File: config.mk
export PLATFORM = sky130hd
export DESIGN_NAME = rsc_tail_encoder
export DESIGN_NICKNAME = d
export VERILOG_FILES = /design/src/rtl/rsc_tail_encoder.sv
export SDC_FILE = /design/constraint.sdc
export NUM_CORES = 1
export LEC_CHECK = 0
export BUFFER_PORTS_ARGS = -buffer_cell sky130_fd_sc_hd__buf_2
export CAP_MARGIN = 40
export CORE_ASPECT_RATIO = 1.25
export CORE_UTILIZATION = 30
export CTS_CLUSTER_SIZE = 25
export DETAILED_ROUTE_END_ITERATION = 8
export PLACE_DENSITY = 0.44
export SLEW_MARGIN = 20
export SYNTH_ARGS = -nofsm -noshare
export SYNTH_HDL_FRONTEND = slang
export SYNTH_SLANG_ARGS = --single-unit
File: constraint.sdc
create_clock -name Clock -period 2.1 [get_ports Clock]
set_input_delay 0.105 -clock Clock [delete_from_list [all_inputs] [get_ports Clock]]
set_output_delay 0.105 -clock Clock [all_outputs]
set_load 0.005 [all_outputs]
File: src/rtl/rsc_tail_encoder.sv
// rsc_tail_encoder
//   8-state recursive systematic convolutional encoder (feedback 1+D^2+D^3,
//   feedforward 1+D+D^3) with a one-deep registered output slot.
//
//   Build option: FPTD_TERMINATION_EN
//     defined   - each block is followed by three trellis-termination pairs
//                 that drive the state back to 000 (out_tail=1, out_last on
//                 the third).
//     undefined - no tail; out_last marks the pair of the in_last bit and the
//                 state is cleared to 000 when that bit is accepted.
//
//   Ports
//     Clock, nReset         rising-edge clock, async active-low reset
//     in_valid/in_ready     information-bit handshake (in_bit, in_last)
//     out_valid/out_ready   output-pair handshake (out_sys, out_par,
//                           out_tail, out_last)
//     len_err               block longer than K_MAX bits, sticky until in_last
module rsc_tail_encoder #(
  parameter int K_MAX = 6144,
  parameter int CW    = 13
) (
  input  logic Clock,
  input  logic nReset,
  input  logic in_valid,
  output logic in_ready,
  input  logic in_bit,
  input  logic in_last,
  output logic out_valid,
  input  logic out_ready,
  output logic out_sys,
  output logic out_par,
  output logic out_tail,
  output logic out_last,
  output logic len_err
);

  localparam logic [CW-1:0] CNT_MAX = {CW{1'b1}};
  localparam logic [CW-1:0] CNT_LIM = CW'(K_MAX);

`ifdef FPTD_TERMINATION_EN
  typedef enum logic {RUN, TAIL} state_e;
  state_e     state_q, state_d;
  logic [1:0] tail_cnt_q, tail_cnt_d;
`endif

  logic          d1_q, d1_d, d2_q, d2_d, d3_q, d3_d;
  logic [CW-1:0] cnt_q, cnt_d;
  logic          len_err_q, len_err_d;
  logic          out_valid_q, out_valid_d;
  logic          out_sys_q, out_sys_d;
  logic          out_par_q, out_par_d;
  logic          out_tail_q, out_tail_d;
  logic          out_last_q, out_last_d;

  logic slot_free, accept, fb;

  always_comb begin
    slot_free = !out_valid_q || out_ready;
`ifdef FPTD_TERMINATION_EN
    in_ready  = (state_q == RUN) && slot_free;
`else
    in_ready  = slot_free;
`endif
    accept = in_valid && in_ready;
    fb     = in_bit ^ d2_q ^ d3_q;

    d1_d        = d1_q;
    d2_d        = d2_q;
    d3_d        = d3_q;
    cnt_d       = cnt_q;
    len_err_d   = len_err_q;
    out_valid_d = out_valid_q;
    out_sys_d   = out_sys_q;
    out_par_d   = out_par_q;
    out_tail_d  = out_tail_q;
    out_last_d  = out_last_q;
`ifdef FPTD_TERMINATION_EN
    state_d     = state_q;
    tail_cnt_d  = tail_cnt_q;
`endif

    // Slot drains when consumed; a load below refills it in the same cycle.
    if (slot_free) out_valid_d = 1'b0;

    if (accept) begin
      out_valid_d = 1'b1;
      out_sys_d   = in_bit;
      out_par_d   = fb ^ d1_q ^ d3_q;
      out_tail_d  = 1'b0;
      d1_d        = fb;
      d2_d        = d1_q;
      d3_d        = d2_q;
      if (in_last) begin
        cnt_d     = '0;
        len_err_d = 1'b0;
`ifdef FPTD_TERMINATION_EN
        out_last_d = 1'b0;
        state_d    = TAIL;
        tail_cnt_d = 2'd0;
`else
        out_last_d = 1'b1;
        d1_d       = 1'b0;
        d2_d       = 1'b0;
        d3_d       = 1'b0;
`endif
      end else begin
        out_last_d = 1'b0;
        if (cnt_q != CNT_MAX) cnt_d = cnt_q + 1'b1;
        // cnt_q already counts K_MAX bits, so this is bit K_MAX+1 (or later).
        if (cnt_q >= CNT_LIM) len_err_d = 1'b1;
      end
    end
`ifdef FPTD_TERMINATION_EN
    else if (state_q == TAIL && slot_free) begin
      // Forced input u = d2^d3 cancels the feedback, so zeros shift in.
      out_valid_d = 1'b1;
      out_sys_d   = d2_q ^ d3_q;
      out_par_d   = d1_q ^ d3_q;
      out_tail_d  = 1'b1;
      out_last_d  = (tail_cnt_q == 2'd2);
      d1_d        = 1'b0;
      d2_d        = d1_q;
      d3_d        = d2_q;
      if (tail_cnt_q == 2'd2) begin
        state_d    = RUN;
        tail_cnt_d = 2'd0;
      end else begin
        tail_cnt_d = tail_cnt_q + 2'd1;
      end
    end
`endif
  end

  always_ff @(posedge Clock or negedge nReset) begin
    if (!nReset) begin
      d1_q        <= 1'b0;
      d2_q        <= 1'b0;
      d3_q        <= 1'b0;
      cnt_q       <= '0;
      len_err_q   <= 1'b0;
      out_valid_q <= 1'b0;
      out_sys_q   <= 1'b0;
      out_par_q   <= 1'b0;
      out_tail_q  <= 1'b0;
      out_last_q  <= 1'b0;
`ifdef FPTD_TERMINATION_EN
      state_q     <= RUN;
      tail_cnt_q  <= 2'd0;
`endif
    end else begin
      d1_q        <= d1_d;
      d2_q        <= d2_d;
      d3_q        <= d3_d;
      cnt_q       <= cnt_d;
      len_err_q   <= len_err_d;
      out_valid_q <= out_valid_d;
      out_sys_q   <= out_sys_d;
      out_par_q   <= out_par_d;
      out_tail_q  <= out_tail_d;
      out_last_q  <= out_last_d;
`ifdef FPTD_TERMINATION_EN
      state_q     <= state_d;
      tail_cnt_q  <= tail_cnt_d;
`endif
    end
  end

  assign out_valid = out_valid_q;
  assign out_sys   = out_sys_q;
  assign out_par   = out_par_q;
  assign out_last  = out_last_q;
  assign len_err   = len_err_q;
`ifdef FPTD_TERMINATION_EN
  assign out_tail  = out_tail_q;
`else
  assign out_tail  = 1'b0;
`endif

endmodule

==> impl_metrics.yaml, run 1 <==
run_status:
  outcome: "completed"
layout:
  final_cells: 168
  area_delta_synth_final_pct: 14.6
  diodes: 0
  design_area_mm2: 0.00125
  final_net_count: 137
  post-route-util_pct: 35.8
  nFillCells: 369
  drive_gt1_share_pct: 18.6
worst_setup_path:
  critPathCaptureType: "register"
  cp.arrival_ns: 2.06
  worstPathMaxFanout: 10
  max_stage_delay_ns: 0.64
  cp_slowest_cell: "or4_4"
  crit_cells: 5
  path_delay_family: "simple AND/OR/NAND/NOR gates"
  critical_path_class: "register to register"
  crit_buf_inv: 0
  r2r_setup_slack_ns: 0.20
  worstPathRequired_ns: 2.26
  worst_r2r_path_depth: 5
  start_kind: "register"
  r2r-end: "cnt_q[8]"
  cp_cell_sequence: "ha_1, nand3_2, or4_4, a41o_1, o21a_1"
  reg2reg_from: "cnt_q[0]"
global_route:
  grt_pass1_vias: 922
  grtUsageTotal_pct: 14.4
  antenna_found_initial: 0
  grt_remaining_overflow: 0
  grt_pass1_wl_um: 4370
  grt_start_max_net_pins: 22
sta:
  drv_slew: 0
  min_period_over_period_pct: 90.5
  rsz0062_at_grt: "no"
  tightest_slew_ns: 0.548
  fmax_ghz: 0.526
  hold_violations: 0
  fin_tns_setup_ns: 0
  slew_headroom_pct: 63.3
  setup_viol: 0
  setup_ws_ns: 0.199
  fin_crit_ns: 1.90
  clock-skew-final_ns: 0.00424
cts:
  path_clk_slew_ns: 0.09
  cts_buffers: 3
  clk_path_buf_depth: 2
  tritoncts: "built"
  clk_latency_ns: 0.27
  cts.sinks: 21
  htree_levels: 1
  cts_setup_buffers: 0
  clockRootBuffer: "clkbuf_8"
yosys:
  synth_top_area_cell: "dfrtp_1"
  ys_ff_latch: 21
  synth_top_area_share_pct: 48.3
  synth_area_per_cell_um2: 9.47
  synth-main-ff-cell: "dfrtp_1"
  synthTopCellsByCount: "dfrtp_1 (21), nand2_1 (18), nand3_1 (7), nor2_1 (7)"
  yosys-top-cells-area: "dfrtp_1 (48%), nand2_1 (6.2%), a31oi_1 (3.4%), o31ai_1 (3.4%), nand3_1 (3.2%)"
  async_reset_ff_share_pct: 100
  synth_cells: 115
  synth_edf_count: 0
  yosysWarnings: 0
  synth_most_common_cell: "dfrtp_1"
  syn_area_mm2: 0.00109
  yosysSeqAreaShare_pct: 48.3
  yosysUniqueCellTypes: 37
  syn-num-nets: 122
place:
  place.gp.congestion: 0.771
  pre_cts_ws_ns: 0.0744
  hpwl_um: 1800
  io_buffer_count: 11
  dp_cells: 163
  post_dp_cell_area_mm2: 0.00118
routing:
  dr.pass1.iters: 4
  viasPerCell: 5.39
  wl_per_cell_um: 15.3
  drc: 0
  wl_um: 2580
  drt_iter0_drc: 24
  vias: 906
  ant_nets: 0
floorplanning:
  die_h_um: 69.3
  die-area_mm2: 0.00387
  ios: 13
  placement_rows: 24
  start_util_pct: 31.2
  core-area_mm2: 0.00348
  dieWidth_um: 55.9
flow_run:
  maxCapViolCount: 0
hold_path:
  min_path_cells: 3
  worstHoldEndpoint: "out_sys"
  hold_class: "primary input to register"
  hp-start: "in_bit"
power_and_ir_drop:
  p_leak_nw: 0.575
  power_density_mw_per_mm2: 699
  vdd_ir_drop_max_mv: 0.296
[where the power goes]
| group | internal, mW | total, mW | switching [mW] |
|---|---|---|---|
| logic | 0.0520 | 0.119 | 0.0666 |
| registers | 0.439 | 0.470 | 0.0316 |
| clock network | 0.134 | 0.283 | 0.148 |
[state kept, by name, summed over array words and instances, names as in the netlist]
| name | count |
|---|---|
| out_sys | 1 |
| d2_q | 1 |
| d1_q | 1 |
| cnt_q | 13 |
| out_valid | 1 |
| len_err | 1 |
| out_last | 1 |
| d3_q | 1 |
| out_par | 1 |
[layer usage]
layer  up-vias  routed length, µm  GRT usage [%]  part of all wire, %
li1        456                  -              -                    -
met4         0                 19           6.50                 0.74
met5         -                  0              0                    0
met2         6               1270           23.2                   49
met3         2                 35           1.68                  1.4
met1       442               1250           19.4                   49
[layout by cell type, fill, tap and decap left out, types with 2 or more instances in the layout]
| cell | count |
|---|---|
| a31oi_1 | 6 |
| inv_1 | 2 |
| nand4_1 | 2 |
| xor2_1 | 3 |
| o31a_1 | 2 |
| nor3_1 | 3 |
| nor2_1 | 7 |
| buf_2 | 11 |
| buf_4 | 3 |
| nor4_1 | 3 |
| o31ai_1 | 5 |
| o211ai_1 | 2 |
| o21ai_0 | 6 |
| nand3_1 | 7 |
| nand2_1 | 18 |
| dfrtp_1 | 21 |
| nand3b_1 | 3 |
| clkbuf_8 | 3 |
| o21a_1 | 2 |
[worst max-delay path by stage]
stage | startpoint | endpoint | slack (ns)
finish | cnt_q[0] | cnt_q[8] | 0.20
global route | cnt_q[0] | cnt_q[8] | 0.12
CTS | cnt_q[0] | cnt_q[8] | 0.06
detailed placement | cnt_q[0] | cnt_q[8] | 0.07
global placement | cnt_q[0] | cnt_q[10] | 0.13
floorplan | cnt_q[0] | cnt_q[8] | 0.29
[worst min-delay path, stage by stage]
cell and delay, ns:
buf_2 0.10, nand2_1 0.05, nand2_1 0.05
[through the flow]
stage / hold slack (ns) / power [mW]
after floorplan: -0.191 / 0.547
after global placement: 0.102 / 0.596
after detailed placement: 0.107 / 0.599
after CTS: 0.0568 / 0.888
after global routing: 0.0849 / 0.918
final: 0.0610 / 0.872
[repair_timing]
| action | in CTS | in global routing |
|---|---|---|
| setup endpoints to repair | 0 | 4 |
| gates resized for setup | 0 | 1 |
| hold buffers | 1 | 0 |
| hold endpoints to repair | 21 | 0 |
[area by class of cell]
type | instances | area (µm²) | share of cell area (%)
multi-input cells | 87 | 529 | 42.4
well taps | 39 | 48.8 | 3.91
clock buffers | 3 | 41.3 | 3.31
repair buffers | 15 | 87.6 | 7.02
flip-flops and latches | 21 | 526 | 42.1
inverters | 2 | 7.51 | 0.602
clock inverters | 1 | 7.51 | 0.602
[cells by family (layout without fill, tap and decap cells)]
| kind of cell | after synthesis | in the layout | share of synthesized area (%) |
|---|---|---|---|
| AOI/OAI and AO/OA | 31 | 31 | 20.5 |
| xor gates and xnor gates | 4 | 4 | 3.22 |
| adders and majority gates | 1 | 1 | 1.15 |
| buffers and inverters | 7 | 21 | 3.45 |
| DFF | 21 | 21 | 48.3 |
| muxes | 1 | 1 | 0.920 |
| other | 1 | 1 | 0.344 |
| and+or+nand+nor | 49 | 49 | 22.2 |
(Power assumes the default switching activity.)
==> inputs of run 2 (changes only) <==
CELL_PAD_IN_SITES_DETAIL_PLACEMENT = 0   (was default)
CELL_PAD_IN_SITES_GLOBAL_PLACEMENT = 2   (was default)
PLACE_DENSITY = 0.64   (was 0.44)
==> run 2 against run 1 <==
Net effect:
- via count increased by 4.1%
- register-to-register slack got worse by 0.07 ns
- critical path depth unchanged
- hold slack improved by 0.0051 ns
- global-route usage increased by 0.20 points
- die area unchanged
- sequential share of layout area decreased by 0.75 points
- clock skew decreased by 0.0028 ns
- combinational power about the same
- final cell count increased by 2.4%
- wire length increased by 2.9%
==> impl_metrics.yaml, run 2 (synthesis results as in run 1) <==
sta:
  fmax_ghz: 0.508
  fin_crit_ns: 1.97
  rsz0062_at_grt: "no"
  drv_slew: 0
  slew_headroom_pct: 64.2
  setup_viol: 0
  fin_tns_setup_ns: 0
  clock-skew-final_ns: 0.00148
  whs_ns: 0.0662
  tightest_slew_ns: 0.531
  min_period_over_period_pct: 93.8
  hold_violations: 0
routing:
  viasPerCell: 5.48
  drt_iter0_drc: 62
  dr.pass1.iters: 4
  drc: 0
  wl_per_cell_um: 15.4
  wl_um: 2650
  vias: 943
  ant_nets: 0
floorplanning:
  placement_rows: 24
  dieWidth_um: 55.9
  start_util_pct: 31.2
  ios: 13
  die_h_um: 69.3
  die-area_mm2: 0.00387
  core-area_mm2: 0.00348
global_route:
  grtUsageTotal_pct: 14.6
  grt_start_max_net_pins: 22
  grt_pass1_vias: 948
  grt_remaining_overflow: 0
  antenna_found_initial: 0
  grt_pass1_wl_um: 4440
place:
  io_buffer_count: 11
  place.gp.congestion: 0.809
  hpwl_um: 1930
cts:
  cts_resized: 0
  clockRootBuffer: "clkbuf_8"
  cts.sinks: 21
  clk_path_buf_depth: 2
  cts_buffers: 3
  clk_latency_ns: 0.26
  path_clk_slew_ns: 0.08
  tritoncts: "built"
  htree_levels: 1
layout:
  final_net_count: 141
  area_delta_synth_final_pct: 16.7
  diodes: 0
  largest_reg_flops: 13
  final_common_cell: "dfrtp_1"
  drive_gt1_share_pct: 19.5
  regMostFlops: "cnt_q"
  layout_common_cells: "dfrtp_1 (21), nand2_1 (18), buf_2 (11)"
hold_path:
  hp-start: "in_bit"
  hold_class: "primary input to register"
  min_path_cells: 3
  worstHoldEndpoint: "out_sys"
power_and_ir_drop:
  p_leak_nw: 0.593
  vdd_ir_drop_max_mv: 0.354
  power_density_mw_per_mm2: 677
worst_setup_path:
  start_kind: "register"
  r2r_setup_slack_ns: 0.13
  worstPathRequired_ns: 2.30
  r2r-end: "cnt_q[10]"
  max_stage_delay_ns: 0.72
  worstPathMaxFanout: 10
  cp_cell_sequence: "ha_1, nand3_2, or4_1, o21ai_2, a22o_2"
  critical_path_class: "register to register"
  cp.arrival_ns: 2.17
  cp_slowest_cell: "or4_1"
  worst_r2r_path_depth: 5
  critical_path.startpoint: "cnt_q[0]"
  reg2reg_from: "cnt_q[0]"
  critPathCaptureType: "register"
flow_run:
  maxCapViolCount: 0
run_status:
  outcome: "completed"
[run 2: report_power, final]
part	switching, mW	internal, mW	total (mW)	leakage, nW
clock	0.134	0.135	0.269	0.0228
combinational	0.0672	0.0540	0.121	0.291
sequential	0.0307	0.439	0.470	0.279
[run 2: worst max-delay path by stage]
stage	to	depth (start not counted)
after floorplan	cnt_q[8]	6
after global placement	cnt_q[3]	7
after detailed placement	cnt_q[3]	7
after CTS	cnt_q[3]	7
after global routing	cnt_q[3]	7
final	cnt_q[10]	5
[run 2: routing by layer]
layer  vias to the layer above  track usage (%)  wire, µm
met4                         0             4.07        24
met5                         -                0         0
met3                         4             2.24        84
li1                        462                -         -
met2                        22             26.0      1300
met1                       455             18.2      1240
[run 2: final cells by class]
cell class	count	area [µm²]
Tap cell	39	48.8
Clock buffer	4	45.0
Multi-Input combinational cell	87	526
Fill cell	367	2210
Sequential cell	21	526
Inverter	2	7.51
Timing Repair Buffer	19	118
[run 2: metrics by stage]
stage               util (%)  setup WS, ns  area, µm²  cells  power (mW)
floorplan                  -         0.295       1090    115       0.547
global placement        34.9         0.170       1210    167       0.596
detailed placement      34.9         0.144       1210    167       0.599
CTS                     36.5         0.114       1270    172       0.869
global route            36.5        0.0176       1270    172       0.910
finish                  36.5         0.130       1270    172       0.860
[run 2: worst max-delay path, delay by kind of cell, from the launching register on]
family | cells | cell delay, ns
compound gates | 2 | 0.45
fa+ha+maj | 1 | 0.24
flops | 1 | 0.41
simple gates | 2 | 0.82
[run 2: timing repair]
item / 4_1_cts / 5_1_grt
hold endpoints to repair: 21 / 0
hold buffers: 1 / 0
setup buffers: 0 / 0
==> inputs of run 3 (changes only) <==
GPL_TIMING_DRIVEN = 0   (was default)
==> run 3 against run 2 <==
Net effect:
- hold slack got worse by 0.0025 ns
- non-clock buffer count fell by 2
- flip-flop and latch count did not move
- critical path depth rose by 1
- sequential share of layout area did not move
- maximum frequency fell by 2.5%
- core utilization did not move
- design area did not move
- first-iteration DRC count fell by 32%
- clock power barely moved
- sequential power barely moved
- highest routed layer unchanged
==> impl_metrics.yaml, run 3 (synthesis results as in run 1) <==
sta:
  fin_tns_setup_ns: 0
  fin_crit_ns: 2.02
  tightest_slew_ns: 0.606
  hold_violations: 0
  setup_ws_ns: 0.0806
  drv_slew: 0
  whs_ns: 0.0637
  min_period_over_period_pct: 96.2
  setup_viol: 0
  clock-skew-final_ns: 0.00495
  fmax_ghz: 0.495
  slew_headroom_pct: 59.4
layout:
  regArea_um2: 526
  diodes: 0
  final_common_cell: "dfrtp_1"
  regMostFlops: "cnt_q"
  layout_common_cells: "dfrtp_1 (21), nand2_1 (18), buf_2 (11)"
  final_net_count: 139
  multiInputGateArea_um2: 548
  drive_gt1_share_pct: 16.8
  area_delta_synth_final_pct: 16.7
  final_cells: 170
  largest_reg_flops: 13
  nFillCells: 369
power_and_ir_drop:
  power_density_mw_per_mm2: 675
  p_leak_nw: 0.591
  p_total_mw: 0.857
  vdd_ir_drop_max_mv: 0.364
worst_setup_path:
  worstPathMaxFanout: 10
  critPathCaptureType: "register"
  cp.arrival_ns: 2.17
  worst_r2r_path_depth: 6
  worstPathRequired_ns: 2.25
  critical_path_class: "register to register"
  start_kind: "register"
hold_path:
  min_path_cells: 3
  hold_class: "primary input to register"
routing:
  ant_nets: 0
  drt_iter0_drc: 42
  drc: 0
  viasPerCell: 5.46
  dr.pass1.iters: 4
  wl_per_cell_um: 16.4
  wl_um: 2790
  vias: 929
cts:
  clockRootBuffer: "clkbuf_8"
  path_clk_slew_ns: 0.08
  htree_levels: 1
  cts.sinks: 21
  tritoncts: "built"
  cts_buffers: 3
  clk_path_buf_depth: 2
  clk_latency_ns: 0.26
floorplanning:
  die-area_mm2: 0.00387
  placement_rows: 24
  start_util_pct: 31.2
  dieWidth_um: 55.9
  ios: 13
  core-area_mm2: 0.00348
  die_h_um: 69.3
run_status:
  outcome: "completed"
global_route:
  grt_remaining_overflow: 0
  grt_pass1_wl_um: 4730
  grt_start_max_net_pins: 22
  grtUsageTotal_pct: 15.6
  antenna_found_initial: 0
  grt_pass1_vias: 951
place:
  dp_cells: 165
  hpwl_um: 1920
  io_buffer_count: 11
  place.gp.congestion: 0.734
  pre_cts_ws_ns: 0.0915
flow_run:
  maxCapViolCount: 0
-- run 3: final timing paths --
| path | endpoint | slack, ns | start |
|---|---|---|---|
| worst max-delay path | cnt_q[8] | 0.08 | cnt_q[0] |
| worst min-delay path | out_sys | 0.06 | in_bit |
| worst max register to register | cnt_q[8] | 0.08 | cnt_q[0] |
| worst min register to register | out_par | 0.48 | out_par |
| max in group asynchronous | cnt_q[1] | 1.42 | nReset |
| min in group asynchronous | d3_q | 0.34 | nReset |
-- run 3: area by class of cell --
class	count	share of cell area (%)
multi-input cells	87	43.2
flip-flops and latches	21	41.4
repair buffers	12	5.12
well taps	39	3.84
clock buffers	4	3.55
plain buffers	5	2.36
inverters	2	0.591
-- run 3: power breakdown --
part / switching [mW] / internal, mW
Combinational: 0.0675 / 0.0524
Sequential: 0.0322 / 0.439
Clock: 0.131 / 0.135
-- run 3: timing repair --
item | CTS | global route
setup endpoints to repair | 0 | 8
buffers inserted | 0 | 0
resized for setup | 0 | 2
hold buffers | 1 | 0
hold endpoints to repair | 21 | 0
-- run 3: through the flow --
step                      cell area (µm²)  utilization [%]
after floorplan                      1090                -
after global placement               1190             34.2
after CTS                            1250             36.0
after detailed placement             1200             34.4
after global routing                 1270             36.5
final                                1270             36.5
-- run 3: per-layer routing --
| layer | vias to the layer above | global-route usage [%] | part of all wire, % |
|---|---|---|---|
| met5 | - | 0 | 0 |
| met4 | 0 | 5.96 | 0.90 |
| met3 | 2 | 2.43 | 2.8 |
| met2 | 16 | 25.0 | 48 |
| met1 | 454 | 21.2 | 49 |
| li1 | 457 | - | - |
-- run 3: worst max-delay path, stage by stage (launching register included) --
cell and delay (ns):
dfrtp_1 0.41, ha_1 0.25, nand3_2 0.18, or4_1 0.58, buf_6 0.17, a41o_1 0.23
o21a_1 0.10
